`config.mk`:
```
export PLATFORM = sky130hd
export DESIGN_NAME = ccd_sdram_packer
export DESIGN_NICKNAME = d
export VERILOG_FILES = /design/src/rtl/ccd_sdram_packer.sv
export SDC_FILE = /design/constraint.sdc
export NUM_CORES = 1
export LEC_CHECK = 0
export CORE_MARGIN = 5
export CORE_UTILIZATION = 35
export DETAILED_ROUTE_END_ITERATION = 8
export SLEW_MARGIN = 20
export SYNTH_ARGS = -nofsm -noshare
export SYNTH_HDL_FRONTEND = slang
export SYNTH_SLANG_ARGS = --single-unit
export TNS_END_PERCENT = 1
```
`constraint.sdc`:
```
create_clock -name i_clk -period 6.3 [get_ports i_clk]
set_input_delay 0.945 -clock i_clk [delete_from_list [all_inputs] [get_ports i_clk]]
set_output_delay 0.945 -clock i_clk [all_outputs]
set_load 0.01 [all_outputs]
```
`src/rtl/ccd_sdram_packer.sv`:
```
// Packs 10-bit RGB CCD pixels into the two-word SDRAM layout and streams them out
// through a small first-word-fall-through FIFO, one addressed write per pixel.
module ccd_sdram_packer #(
  parameter int unsigned FIFO_DEPTH   = 16,
  parameter int unsigned FRAME_PIXELS = 480000,
  parameter int unsigned ADDR_W       = 23,
  parameter int unsigned BASE_ADDR    = 0
) (
  input  logic              i_clk,
  input  logic              i_rst_n,
  input  logic              i_enable,
  input  logic              i_frame_start,
  input  logic              i_pix_valid,
  input  logic [9:0]        i_red,
  input  logic [9:0]        i_green,
  input  logic [9:0]        i_blue,
  input  logic              i_pause,
  input  logic              i_wr_ready,
  output logic              o_wr_valid,
  output logic [15:0]       o_wr_data_1,
  output logic [15:0]       o_wr_data_2,
  output logic [ADDR_W-1:0] o_wr_addr,
  output logic              o_frame_done,
  output logic              o_overflow,
  output logic              o_busy
);

  localparam int unsigned       PTR_W = $clog2(FIFO_DEPTH);
  localparam int unsigned       CNT_W = $clog2(FRAME_PIXELS + 1);
  localparam logic [ADDR_W-1:0] BASE  = ADDR_W'(BASE_ADDR);
  localparam logic [CNT_W-1:0]  LAST  = CNT_W'(FRAME_PIXELS);

  typedef enum logic [1:0] {S_IDLE, S_ARMED, S_CAPTURE, S_DRAIN} state_t;

  state_t            state_q, state_d;
  logic [29:0]       mem_q [FIFO_DEPTH];
  logic [29:0]       mem_d [FIFO_DEPTH];
  logic [PTR_W:0]    wr_ptr_q, wr_ptr_d, rd_ptr_q, rd_ptr_d;
  logic [CNT_W-1:0]  cnt_q, cnt_d;
  logic [ADDR_W-1:0] addr_q, addr_d;
  logic              ovf_q, ovf_d, done_q, done_d;
  logic              empty, full, busy, abort, in_ev, pop, push;
  logic [29:0]       head;

  always_comb begin
    empty = (wr_ptr_q == rd_ptr_q);
    full  = (wr_ptr_q[PTR_W] != rd_ptr_q[PTR_W]) &&
            (wr_ptr_q[PTR_W-1:0] == rd_ptr_q[PTR_W-1:0]);
    busy  = (state_q == S_CAPTURE) || (state_q == S_DRAIN);
    abort = i_frame_start && busy;
    // A pixel arriving with an abort is the first pixel of the restarted frame.
    in_ev = ((state_q == S_CAPTURE) || abort) && i_pix_valid && !i_pause;
    pop   = !empty && i_wr_ready && !abort;
    push  = in_ev && (abort || !full || pop);
    head  = mem_q[rd_ptr_q[PTR_W-1:0]];
  end

  always_comb begin
    state_d  = state_q;
    mem_d    = mem_q;
    wr_ptr_d = wr_ptr_q;
    rd_ptr_d = rd_ptr_q;
    cnt_d    = cnt_q;
    addr_d   = addr_q;
    ovf_d    = ovf_q;
    done_d   = 1'b0;

    if (abort) begin
      wr_ptr_d = '0;
      rd_ptr_d = '0;
      cnt_d    = '0;
      addr_d   = BASE;
      ovf_d    = 1'b0;
    end else if (pop) begin
      rd_ptr_d = rd_ptr_q + (PTR_W + 1)'(1);
      addr_d   = addr_q + ADDR_W'(1);
    end

    if (push) begin
      mem_d[wr_ptr_d[PTR_W-1:0]] = {i_green[9:5], i_blue, i_green[4:0], i_red};
      wr_ptr_d = wr_ptr_d + (PTR_W + 1)'(1);
    end

    // Dropped pixels still count so the frame length stays exact.
    if (in_ev) begin
      cnt_d = cnt_d + CNT_W'(1);
      if (!push) ovf_d = 1'b1;
    end

    unique case (state_q)
      S_IDLE: begin
        if (i_enable) state_d = S_ARMED;
      end
      S_ARMED: begin
        if (i_frame_start) begin
          ovf_d  = 1'b0;
          cnt_d  = '0;
          addr_d = BASE;
        end
        if (!i_enable)          state_d = S_IDLE;
        else if (i_frame_start) state_d = S_CAPTURE;
      end
      S_CAPTURE, S_DRAIN: begin
        if (in_ev && (cnt_d == LAST)) begin
          state_d = S_DRAIN;
        end else if (abort) begin
          state_d = S_CAPTURE;
        end else if ((state_q == S_DRAIN) && (rd_ptr_d == wr_ptr_d)) begin
          done_d  = 1'b1;
          state_d = i_enable ? S_ARMED : S_IDLE;
        end
      end
    endcase
  end

  always_ff @(posedge i_clk or negedge i_rst_n) begin
    if (!i_rst_n) begin
      state_q  <= S_IDLE;
      mem_q    <= '{default: '0};
      wr_ptr_q <= '0;
      rd_ptr_q <= '0;
      cnt_q    <= '0;
      addr_q   <= BASE;
      ovf_q    <= 1'b0;
      done_q   <= 1'b0;
    end else begin
      state_q  <= state_d;
      mem_q    <= mem_d;
      wr_ptr_q <= wr_ptr_d;
      rd_ptr_q <= rd_ptr_d;
      cnt_q    <= cnt_d;
      addr_q   <= addr_d;
      ovf_q    <= ovf_d;
      done_q   <= done_d;
    end
  end

  assign o_wr_valid   = !empty;
  assign o_wr_data_1  = {1'b0, head[29:15]};
  assign o_wr_data_2  = {1'b0, head[14:0]};
  assign o_wr_addr    = addr_q;
  assign o_frame_done = done_q;
  assign o_overflow   = ovf_q;
  assign o_busy       = busy;

endmodule

```
Word level (Yosys, flattened, before mapping)
Index checks and enable logic that the tools add are counted.
{"block": "op_classes", "muxes": 35, "n_lt_le_gt_ge": 3, "n_eq_ne": 11, "reduce_logical": 21, "addsub": 4, "bitwise_logic": 2}
{"cell": "bitwise mux 480 bit", "count": 1}
{"cell": "binary-select mux 30 bit (select 4 bit)", "count": 1}
{"cell": "demux 30 bit (select 4 bit)", "count": 1}
{"cell": "two-way mux 23 bit", "count": 4}
{"cell": "two-way mux 30 bit", "count": 3}
{"cell": "two-way mux 19 bit", "count": 4}
{"cell": "adder 23 x 1 -> 23 bit, second input constant", "count": 1}
{"cell": "two-way mux 5 bit", "count": 4}
{"cell": "adder 19 x 1 -> 19 bit, second input constant", "count": 1}
{"cell": "equality test 19 bit, second input constant", "count": 1}
{"cell": "two-way mux 2 bit", "count": 6}
{"cell": "adder 5 x 1 -> 5 bit, second input constant", "count": 2}
{"cell": "equality test 5 bit", "count": 2}
{"cell": ">= comparator 5 bit, second input constant", "count": 2}
{"cell": "logical AND 1 bit", "count": 10}
{"cell": "two-way mux 1 bit", "count": 10}
{"cell": "inverter 4 -> 5 bit", "count": 2}
{"cell": "case mux 2 bit (3 select lines)", "count": 1}
{"cell": "less-than comparator 5 x 1 -> 1 bit, second input constant", "count": 1}
{"cell": "equality test 2 bit, second input constant", "count": 2}
{"cell": "equality test 4 bit", "count": 1}
{"cell": "zero test 1 bit", "count": 4}
{"cell": "logical OR 1 bit", "count": 4}
{"cell": "inequality test 4 bit, second input constant", "count": 1}
{"cell": "7 further kinds", "count": 7}
{"block": "totals", "reg_bits": 536, "out_inout_bits": 59, "inputBits": 37}

Depth between registers and ports, before layout
Gate-level depths: netlist (run 1).
{"block": "logic_depth", "depth_word": 14, "depth_mapped": 13}

Least setup slack after synthesis (run 1)
Ideal clock, no wire load.
{"block": "synth_timing", "kind": "input-to-reg", "startpoint": "in i_frame_start", "endpoint": "reg state_q[0]", "n_path_buf": 2, "setup_ns": 0.138, "arrival_ns": 3.275, "stages": 12, "setup_slack_ns": 2.888, "cell_sequence": "buf_2 > nand2_1 > clkbuf_1 > and2_1 > ha_1 > and2_1 > nand3_1 > or3_1 > o2111a_1 > and4b_1 > a41oi_1 > a31oi_1"}
{"block": "synth_via", "elab_chain_cells": 10}
{"item": "from (decl)", "line_no": "12", "text": "input logic i_frame_start,"}
{"item": "parallel branches: the longest is 10 deep, another holds adder 19 x 1 -> 19 bit"}
{"item": "to (signal assigned)", "line_no": "127", "text": "state_q <= state_d;"}
{"item": "to (decl)", "line_no": "35", "text": "state_t state_q, state_d;"}
Several ways; the timed one is not identified.
A chain may end at the register's enable or synchronous reset.

Worst setup path after layout (run 1)
{"block": "layout_timing", "startpoint": "reg rd_ptr_q[0]", "endpoint": "out o_wr_data_2[2]"}
{"block": "layout_via", "elab_chain_cells": 4}
{"item": "from (decl)", "line_no": "38", "text": "logic [PTR_W:0] wr_ptr_q, wr_ptr_d, rd_ptr_q, rd_ptr_d;"}
{"item": "from (signal assigned)", "line_no": "130", "text": "rd_ptr_q <= rd_ptr_d;"}
{"item": "inverter 4 -> 5 bit (implied by the code)", "line_no": "55", "text": "head = mem_q[rd_ptr_q[PTR_W-1:0]];"}
{"item": "binary-select mux 30 bit (select 4 bit)", "line_no": "55"}
{"item": "two-way mux 30 bit (implied by the code) (2 in a row)", "line_no": "55"}
{"item": "to (decl)", "line_no": "21", "text": "output logic [15:0] o_wr_data_2,"}
No other way between the ends. The select of a mux whose other input is x is not followed.

==> results of run 1 <==
-- power breakdown --
part,switching (mW),internal [mW]
logic,1.48,1.34
registers,0.275,3.75
clock network,1.39,2.15
total,3.15,7.23
-- area by class of cell --
cell class / count / area (µm²) / share of cell area (%)
multi-input cells: 1178 / 11300 / 38.6
clock buffers: 82 / 1690 / 5.81
repair buffers: 125 / 1230 / 4.23
clock inverters: 22 / 298 / 1.02
inverters: 15 / 56.3 / 0.193
flip-flops and latches: 536 / 13400 / 46.0
well taps: 950 / 1190 / 4.08
-- cells by family (layout without fill, tap and decap cells) --
| group | Yosys count | in the layout |
|---|---|---|
| flops | 536 | 536 |
| buf+inv | 168 | 244 |
| other cells | 1 | 2 |
| fa+ha+maj | 7 | 7 |
| compound gates | 202 | 202 |
| xor+xnor | 51 | 51 |
| simple gates | 252 | 252 |
| mux | 664 | 664 |
-- worst min-delay path by stage --
| stage | cells after the start | to | slack, ns |
|---|---|---|---|
| floorplan | 1 | mem_q[422]$_DFFE_PN0P_ | 0.46 |
| global placement | 1 | mem_q[445]$_DFFE_PN0P_ | 0.47 |
| detailed placement | 1 | mem_q[422]$_DFFE_PN0P_ | 0.48 |
| CTS | 1 | o_wr_addr[14]$_DFF_PN0_ | 0.33 |
| global route | 1 | o_wr_addr[19]$_DFF_PN0_ | 0.36 |
| finish | 1 | o_wr_addr[14]$_DFF_PN0_ | 0.31 |
-- layer usage --
metal,up-vias,GRT usage (%)
li1,6969,-
met1,8303,22.6
met2,281,27.1
met3,95,2.58
met4,0,4.16
met5,-,0
-- synth_stat cells, drive strengths merged, types with 8 or more instances --
cell    count  area share [%]
dfrtp     536              53
mux2      500              22
mux2i     104             4.1
nand2      90             1.3
buf        81             1.7
clkbuf     72             1.1
mux4       60             5.3
o21ai      59             1.2
nor2       56            0.83
a21oi      44            0.88
nand3      33            0.65
a22oi      32            0.95
a221oi     30             1.0
xnor2      30             1.1
xor2       20            0.69
inv        15            0.22
nand4      15            0.43
or3        11            0.27
nor3       10            0.26
and3        8            0.20
-- through the flow --
stage	utilization, %	hold WS (ns)
2_1_floorplan	-	0.459
3_5_place_dp	37.9	0.480
5_1_grt	40.7	0.361
6_report	40.7	0.313
4_1_cts	40.7	0.326
3_3_place_gp	37.9	0.469
-- sequential cells by signal, indices dropped and copies added, names as in the netlist --
| signal | cells |
|---|---|
| state_q | 2 |
| o_overflow | 1 |
| cnt_q | 19 |
| wr_ptr_q | 5 |
| rd_ptr_q | 5 |
| o_wr_addr | 23 |
| o_frame_done | 1 |
| mem_q | 480 |
-- critical path: stages (launching register included) --
cell,delay [ns]
dfrtp_4,0.76
buf_4,0.81
mux2_2,0.41
o21ai_0,0.28
a21oi_1,0.09
a22oi_1,0.20
nand2_1,0.11
clkdlybuf4s50_1,0.52
==> results.cfg, run 1 <==
[status]
outcome = finished, final reports clean

[global_routing]
grt-ovfl-total = 0
grt_pass1_vias = 16700
grt_first_pass_wirelength_mm = 101
antenna_found_initial = 0
track_usage_pct = 16.3
grt_max_degree = 182

[drt]
detail_route.wl_per_cell_um = 21.9
drt_iter0_drc = 879
drtPass1Iterations = 5
wl_mm = 63.7
vias_per_cell = 5.38
routed.top_layer = met4
dr_wl_met2_mm = 30.9
antenna_left = 0
met3_length_mm = 2.20
vias = 15600
wl_met1_mm = 29.1
drc = 0

[place]
portBuffers = 93
routabilityCongestion = 0.848
hpwlAfterDp_mm = 38.5
dp.cells = 2803
dpl_cell_area_um2 = 27100
pre_cts_slack_ns = 1.69

[clocking]
post_cts.repair.setup_buffers = 0
cts_root_buf = clkbuf_16
clock_latency_ns = 0.61
ctsResizeCount = 0
numCtsBuffers = 58
path_clk_slew_ns = 0.06
numClockSinks = 536
clock_path_buffers = 3
cts_tree = built
cts_htree_levels = 2
cts-hold-fix-buffers = 0

[synth]
synth_xor_area_share_pct = 1.85
synth_simple_gate_area_share_pct = 4.81
synth_top_family_by_area = multiplexers
synth_edf_count = 0
yosysSeqAreaShare_pct = 52.9
synthCells = 1881
synth_area_um2 = 25300
synth-compound-area-share_pct = 5.42
synth-main-ff-cell = dfrtp_1
yosys.area_share.adder_pct = 0.346
ys_seq_elements = 536
yosysWarnings = 0
async_flop_share_pct = 100
synthMuxAreaShare_pct = 31.7
synth_cell_types = 67
avgSynthCellArea_um2 = 13.5

[finish]
nets = 1958
fillers = 6673
final_cells = 2908
diodes = 0
final_cell_area_um2 = 29200
final_common_cell = dfrtp_1
area_growth_pct = 15.1
final_layout_size_suffix_gt1_share_pct = 36.3
final_cell_mix = dfrtp_1, mux2_2, mux2i_1

[worst_setup_path]
cp.arrival_ns = 3.90
ff2ff_path_depth = 7
cp_data_required_time_ns = 5.35
path_class = reg -> out
endpoint = o_wr_data_2[2]
cp-startpoint = rd_ptr_q[0]$_DFF_PN0_
critPathLaunchType = flop
r2r_setup_slack_ns = 2.42
cp-end-kind = output port
reg2reg_from = rd_ptr_q[0]$_DFF_PN0_
r2r-end = mem_q[469]$_DFFE_PN0P_
worstPathMaxFanout = 51

[floorplan]
row_count = 98
die_w_um = 279
die_area_um2 = 77900
chipHeight_um = 279
num_io_pins = 96
start_util_pct = 35.4
fp.coreArea_um2 = 71600

[job]
max_cap_violations = 0

[sta]
setup_viol = 0
relSlewSlack_pct = 34.3
finalCriticalPeriod_ns = 4.84
fmax_mhz = 206
worstMarginPinSlew_ns = 0.985
setup_tns_ns = 0
fin_ws_ns = 1.46
fin_skew_ns = 0.0170
fin_crit_sh_pct = 76.9
slew_viol_final = 0
rsz0062_at_grt = false
hold_viol_final = 0

[power_and_ir_drop]
p_leak_nw = 13.6
vdd_drop_max_uv = 307
p_per_area_nw_per_um2 = 356
power_mw = 10.4

[worst_hold_path]
hold_path.class = in -> async
Power figures use the tool's default switching activity.
==> run 2: changes to the inputs <==
clock period = 4.2 ns   (was 6.3 ns; I/O delays follow)
==> results.cfg, run 2 (synthesized netlist as in run 1, its figures left out) <==
[sta]
slew_viol_final = 0
finalCriticalPeriod_ns = 4.06
hold_viol_final = 0
relSlewSlack_pct = 48.6
setup_viol = 0
fin_crit_sh_pct = 96.8
fmax_mhz = 246
rsz0062_at_grt = false
worstMarginPinSlew_ns = 0.768
fin_skew_ns = 0.0126
setup_tns_ns = 0
hold_slack_ns = 0.490

[drt]
wl_mm = 63.4
vias_per_cell = 5.31
detail_route.wl_per_cell_um = 21.6
drt_iter0_drc = 944
drtPass1Iterations = 5
antenna_left = 0
vias = 15600
drc = 0

[power_and_ir_drop]
p_per_area_nw_per_um2 = 518
p_leak_nw = 13.7
vdd_drop_max_uv = 314

[worst_setup_path]
cp_data_required_time_ns = 3.57
path_class = reg -> out
endpoint = o_wr_data_1[13]
worst-path-buf-inv = 2
cp-startpoint = rd_ptr_q[1]$_DFF_PN0_
path_cells = and2_2 -> buf_4 -> a221oi_1 -> o21ai_0 -> nand2_1 -> clkdlybuf4s50_1
max_stage_delay_ns = 0.75
r2r_setup_slack_ns = 1.08
cp.arrival_ns = 3.43
r2r-end = mem_q[339]$_DFFE_PN0P_
cp.depth = 6
cp-end-kind = output port
critPathLaunchType = flop
cp_top_family = simple AND/OR/NAND/NOR gates
cpMaxStageDelayCell = dfrtp_4
worstPathMaxFanout = 23
ff2ff_path_depth = 7
reg2reg_from = rd_ptr_q[0]$_DFF_PN0_

[status]
outcome = finished, final reports clean

[worst_hold_path]
hold_path.class = reg -> reg

[clocking]
numClockSinks = 536
cts_root_buf = clkbuf_16
clock_path_buffers = 3
cts_tree = built
cts-hold-fix-buffers = 0
clock_latency_ns = 0.61
ctsResizeCount = 0
post_cts.repair.setup_buffers = 0
path_clk_slew_ns = 0.06
numCtsBuffers = 56
cts_htree_levels = 2

[place]
portBuffers = 93
routabilityCongestion = 0.816
hpwlAfterDp_mm = 38.7

[global_routing]
grt_first_pass_wirelength_mm = 101
antenna_found_initial = 2
track_usage_pct = 16.3
grt_pass1_vias = 16700
grt_max_degree = 126
grt-ovfl-total = 0

[floorplan]
fp.coreArea_um2 = 71600
start_util_pct = 35.4
chipHeight_um = 279
row_count = 98
die_w_um = 279
num_io_pins = 96
die_area_um2 = 77900

[finish]
regMostFlops = mem_q
final_common_cell = dfrtp_1
fillers = 6655
final_cell_mix = dfrtp_1, mux2_2, mux2i_1
nets = 1992
area_growth_pct = 15.9
largest_reg_flops = 480
final_core_util_pct = 41.0
final_layout_size_suffix_gt1_share_pct = 36.8

[job]
max_cap_violations = 0
[run 2: changes by cell type in the layout (fill, tap and decap cells not counted), sizes merged]
cell,previous run,this run
buf,33,68
clkinv,12,4
clkbuf,82,88
bufinv,7,2
inv,17,15
diode,0,1
dlygate4sd3,0,1
[run 2: cell type report]
class	count	area, µm²	share of cell area, %
inverter	15	56.3	0.192
antenna	1	2.50	0.00852
tap	950	1190	4.05
clock inverter	7	98.8	0.337
clock buffer	88	1710	5.84
multi-input combinational	1178	11300	38.4
timing repair buffer	161	1620	5.51
sequential	536	13400	45.7
[run 2: worst min path at each step]
stage | from | end | depth (start not counted)
after global routing | mem_q[405]$_DFFE_PN0P_ | mem_q[405]$_DFFE_PN0P_ | 1
final | mem_q[442]$_DFFE_PN0P_ | mem_q[442]$_DFFE_PN0P_ | 1
after detailed placement | mem_q[442]$_DFFE_PN0P_ | mem_q[442]$_DFFE_PN0P_ | 1
after CTS | i_rst_n | o_wr_addr[14]$_DFF_PN0_ | 1
after global placement | mem_q[438]$_DFFE_PN0P_ | mem_q[438]$_DFFE_PN0P_ | 1
after floorplan | i_rst_n | cnt_q[0]$_DFF_PN0_ | 0
[run 2: per-layer routing]
metal | up-vias | GRT usage [%] | share of wire [%] | wire [µm]
met5 | - | 0 | 0.021 | 13
met4 | 2 | 3.97 | 1.7 | 1110
met3 | 72 | 2.36 | 3.4 | 2170
met2 | 267 | 27.3 | 49 | 31000
met1 | 8227 | 22.5 | 46 | 29100
li1 | 7008 | - | - | -
[run 2: where the power goes]
part / switching (mW) / internal (mW) / total (mW) / leakage [nW]
registers: 0.370 / 5.62 / 5.99 / 7.37
clock network: 2.00 / 2.89 / 4.90 / 0.887
logic: 2.23 / 2.08 / 4.31 / 5.47
[run 2: metrics by stage]
| step | std cells | total power [mW] | area, µm² | setup WS (ns) |
|---|---|---|---|---|
| after floorplan | 1882 | 8.60 | 25300 | 1.10 |
| after global placement | 2838 | 10.4 | 27500 | 0.759 |
| after detailed placement | 2838 | 10.5 | 27500 | 0.705 |
| after CTS | 2933 | 15.4 | 29300 | 0.0822 |
| after global routing | 2935 | 16.0 | 29400 | 0.00164 |
| final | 2936 | 15.2 | 29400 | 0.136 |
